<file path="config.mk">
export PLATFORM = sky130hd
export DESIGN_NAME = dct16_out_reorder
export DESIGN_NICKNAME = d
export VERILOG_FILES = /design/src/rtl/dct16_out_reorder.sv
export SDC_FILE = /design/constraint.sdc
export NUM_CORES = 1
export LEC_CHECK = 0
export CORE_MARGIN = 4
export CORE_UTILIZATION = 56
export DETAILED_ROUTE_END_ITERATION = 8
export PLACE_DENSITY = 0.76
export SYNTH_ARGS = -nofsm -noshare
export SYNTH_HDL_FRONTEND = slang
export SYNTH_SLANG_ARGS = --single-unit
</file>
<file path="constraint.sdc">
create_clock -name clk -period 3 [get_ports clk]
set_clock_uncertainty 0.15 [all_clocks]
set_input_delay 0.75 -clock clk [delete_from_list [all_inputs] [get_ports clk]]
set_output_delay 0.75 -clock clk [all_outputs]
set_load 0.005 [all_outputs]
</file>
<file path="src/rtl/dct16_out_reorder.sv">
// Natural-order reorder buffer behind dct16_core: ping-pong store of two 16-sample frames.
// Optional sticky frame-drop flag: define DCT16_REORDER_OVF_EN.
module dct16_out_reorder #(
  parameter int DATA_WIDTH = 12,
  parameter bit IN_BITREV  = 1'b1
) (
  input  logic                  clk,
  input  logic                  rst,
  input  logic [DATA_WIDTH-1:0] in_sample,
  input  logic                  in_valid,
  output logic [DATA_WIDTH-1:0] out_sample,
  output logic                  out_valid,
  input  logic                  out_ready,
  output logic [3:0]            out_index,
  output logic                  out_last
`ifdef DCT16_REORDER_OVF_EN
  ,
  output logic                  ovf_flag,
  input  logic                  ovf_clr
`endif
);

  logic [DATA_WIDTH-1:0] mem [2][16];
  logic [1:0] full;
  logic [1:0] full_nxt;
  logic       wbank;
  logic       rbank;
  logic       disc;
  logic [3:0] wcnt;
  logic [3:0] rcnt;
  logic [3:0] waddr;
  logic       frame_start;
  logic       disc_start;
  logic       wr_en;
  logic       wr_done;
  logic       rd_fire;
  logic       rd_done;

  // Write/read control decode from registered state.
  always_comb begin
    frame_start = (wcnt == 4'd0);
    disc_start  = in_valid & frame_start & full[wbank];
    wr_en       = in_valid & (frame_start ? ~full[wbank] : ~disc);
    wr_done     = in_valid & (wcnt == 4'd15) & ~disc;
    rd_fire     = full[rbank] & out_ready;
    rd_done     = rd_fire & (rcnt == 4'd15);
    if (IN_BITREV)
      waddr = {wcnt[0], wcnt[1], wcnt[2], wcnt[3]};
    else
      waddr = wcnt;
  end

  // Bank occupancy: writer and reader touch different bits when both complete.
  always_comb begin
    full_nxt = full;
    if (rd_done)
      full_nxt[rbank] = 1'b0;
    if (wr_done)
      full_nxt[wbank] = 1'b1;
  end

  // Write side: position counter, discard decision, bank toggle.
  always_ff @(posedge clk or posedge rst) begin
    if (rst) begin
      wcnt  <= 4'd0;
      disc  <= 1'b0;
      wbank <= 1'b0;
    end else if (in_valid) begin
      wcnt <= wcnt + 4'd1;
      if (frame_start)
        disc <= full[wbank];
      else if (wcnt == 4'd15)
        disc <= 1'b0;
      if (wr_done)
        wbank <= ~wbank;
    end
  end

  // Read side: drain pointer and bank toggle; occupancy register.
  always_ff @(posedge clk or posedge rst) begin
    if (rst) begin
      rcnt  <= 4'd0;
      rbank <= 1'b0;
      full  <= 2'b00;
    end else begin
      full <= full_nxt;
      if (rd_fire)
        rcnt <= rcnt + 4'd1;
      if (rd_done)
        rbank <= ~rbank;
    end
  end

  // Sample store, not reset.
  always_ff @(posedge clk) begin
    if (wr_en)
      mem[wbank][waddr] <= in_sample;
  end

`ifdef DCT16_REORDER_OVF_EN
  // Sticky drop flag; a new drop wins over a clear.
  always_ff @(posedge clk or posedge rst) begin
    if (rst)
      ovf_flag <= 1'b0;
    else if (disc_start)
      ovf_flag <= 1'b1;
    else if (ovf_clr)
      ovf_flag <= 1'b0;
  end
`endif

  assign out_valid  = full[rbank];
  assign out_sample = mem[rbank][rcnt];
  assign out_index  = rcnt;
  assign out_last   = full[rbank] & (rcnt == 4'd15);

endmodule
</file>
==> impl_metrics.tcl <==
set metrics [dict create \
    status "finished, violations left" \
    violations "setup timing" \
    coreArea_mm2 0.0278 \
    vias 8987 \
    netlist_area_mm2 0.0158 \
    design_area_mm2 0.0193 \
    worstPathArrival_ns 2.44 \
    netlist_instances 915 \
    cts_tree "done" \
    ys_seq_elements 397 \
    setup_ws_ns -0.345 \
    crit_type "reg2out" \
    placedCellCount 1374 \
    grtUsageTotal_pct 24.6 \
    dpl.hpwl_um 22200 \
    wirelength_um 37800 \
    powerDensity_mw_per_mm2 852 \
    period_share_pct 111 \
    area_growth_syn_to_layout_pct 22.7 \
    cts_buffer_depth 3 \
    antenna_found_initial 1 \
    fillers 1707 \
    worstPathRequired_ns 2.10 \
    route.detailed.drc 0 \
    critPathMaxFanout 7 \
    grt_pass1_wl_um 56600 \
    num_io_pins 34 \
    dieArea_mm2 0.0309 \
    fin_nets 1080 \
    post-place-ws_ns -0.199 \
    start_util_pct 56.7 \
    startpoint_type "register" \
    yosysWarnings 0 \
    synth_fp_nets 936 \
    htree_levels 2 \
    post_dp_cell_area_mm2 0.0173 \
    first_global_vias 9084 \
    hold_class "in2async" \
    num_rows 61 \
    wl_per_cell_um 25.8 \
    grt_start_max_net_pins 33 \
    cp-end-kind "output port" \
    firstDrtPassIters 5 \
    cts_root_buf "clkbuf_16" \
    period_needed_ns 3.34 \
    final_hold_viol_count 0 \
    ant_nets 0 \
    cts_made_buffers 39 \
    clkSlewWorstSetupHoldPaths_ns 0.06 \
    timing.hold.ws_ns 0.407 \
    worst_slew_pin_slew_ns 0.569 \
    numPortBuffers 33 \
    relSlewSlack_pct 62.1 \
    yosys.cell_types.count 38 \
    ys_seq_area_share_pct 75.3 \
    rsz0062_at_grt "yes" \
    fp.dieH_um 176 \
    clock.fmax_mhz 299 \
    p_leak_nw 6.16 \
    clock_sinks 397 \
    p_total_mw 16.5 \
    drt-initial-drc-count 988 \
    worst_ir_drop_vdd_v 0.000718 \
    syn_avg_cell_area_um2 17.2 \
    overflow 0 \
    setup_viol 12 \
    clock_latency_ns 0.53 \
    drive_gt1_share_pct 24.1 \
    drv_cap 0 \
    die_w_um 176 \
    final_cells 1466 \
    viasPerCell 6.13 \
    ctsHoldBuffers 0 \
    slew_violations 0 \
    gp_congestion 0.854 \
]
state kept, by name (all words and copies together) (netlist names):
register,count
mem,384
out_index,4
full,2
wbank,1
wcnt,4
disc,1
rbank,1
Yosys cell counts, drive strengths merged:
library cell	n	area share, %
inv	3	0.071
mux2	3	0.24
nor2	27	0.64
mux2i	193	12
a21oi	24	0.76
buf	35	1.5
xnor2	5	0.28
or3	1	0.040
nand3b	2	0.095
and4	1	0.056
nand2b	2	0.079
nand4	14	0.56
xor2	2	0.11
or3b	2	0.11
clkbuf	18	0.43
and3	1	0.040
a22oi	48	2.3
nand2	37	0.88
a21o	2	0.095
or2	2	0.079
and2	3	0.12
a22o	24	1.3
o21ai	2	0.064
dfrtp	13	2.1
a32o	1	0.064
nand3	27	0.86
nor3b	2	0.095
nor4	1	0.040
nor2b	2	0.079
edfxtp	384	73
a31oi	12	0.48
nor3	17	0.54
ha	5	0.40
critical path, stage by stage (launching register included):
cell	delay, ns
dfrtp_4	0.57
buf_8	0.19
clkbuf_16	0.17
buf_12	0.12
buf_16	0.13
mux2i_1	0.11
a22oi_1	0.22
nand3_1	0.12
nand3_1	0.13
buf_2	0.13
what timing repair did:
item | in CTS | in global routing
setup buffers | 14 | 2
pin swaps | 64 | 18
resized for setup | 129 | 17
endpoints found under the setup margin | 14 | 13
cloned | 8 | 2
hold endpoints to repair | 0 | 0
metrics by stage:
step | util [%] | TNS, ns
2_1_floorplan | - | 0
4_1_cts | 69.2 | -3.10
3_3_place_gp | 62.3 | -1.19
5_1_grt | 69.6 | -4.58
6_report | 69.6 | -3.76
3_5_place_dp | 62.3 | -1.33
cells by family after synthesis:
family / Yosys count / share of synthesized area, %
AND/OR/NAND/NOR: 141 / 4.31
multiplexers: 196 / 12.5
AO/OA/AOI/OAI: 113 / 5.08
XOR/XNOR: 7 / 0.389
adder cells (fa/ha/maj): 5 / 0.397
flip-flops: 397 / 75.3
buffers and inverters: 56 / 2.05
worst paths after layout:
path / slack, ns / start / depth (start not counted) / endpoint
worst max-delay path: -0.34 / rbank / 9 / out_sample[8]
worst min-delay path: 0.41 / rst / 2 / rbank
worst max register to register: 0.26 / wcnt[0] / 8 / mem[0][140]
worst min register to register: 0.41 / wcnt[0] / 1 / wcnt[0]
max in group asynchronous: 1.89 / rst / 2 / out_index[0]
min in group clk: 0.41 / wcnt[0] / 1 / wcnt[0]
layout make-up:
cell class	count	area (um^2)	area share (%)
Multi-Input combinational cell	462	3980	20.6
Clock inverter	23	262	1.35
Inverter	3	11.3	0.0582
Timing Repair Buffer	156	1720	8.87
Antenna cell	1	2.50	0.0129
Sequential cell	397	11900	61.4
Tap cell	378	473	2.45
Clock buffer	46	1020	5.29
cells in the final DEF (no fill, tap or decap), types with 8 or more instances in the layout:
master / netlist / layout
nand2_1: 37 / 37
a22o_1: 24 / 24
buf_2: 12 / 10
dfrtp_1: 13 / 11
a22oi_1: 48 / 43
buf_12: 0 / 23
clkinv_2: 0 / 8
clkbuf_16: 0 / 42
mux2i_2: 0 / 11
mux2i_1: 193 / 181
nor2_1: 27 / 26
buf_4: 18 / 81
nor3_2: 0 / 10
buf_6: 4 / 12
nand3_2: 0 / 9
clkdlybuf4s50_1: 0 / 19
nand3_1: 27 / 18
nand4_1: 14 / 14
a21oi_1: 24 / 21
edfxtp_1: 384 / 384
per-layer routing:
| metal | up-vias | track usage, % | share of wire, % |
|---|---|---|---|
| li1 | 3907 | - | - |
| met1 | 4583 | 34.0 | 40 |
| met2 | 423 | 39.1 | 48 |
| met3 | 74 | 5.57 | 9.4 |
| met4 | 0 | 8.38 | 3.3 |
| met5 | - | 0 | 0 |
report_power, final:
group          internal, mW  total, mW  switching, mW
Sequential             6.46       6.67          0.202
Clock                  2.88       4.89           2.01
Combinational          2.06       4.93           2.87
Total                  11.4       16.5           5.08
Power figures use the tool's default switching activity.
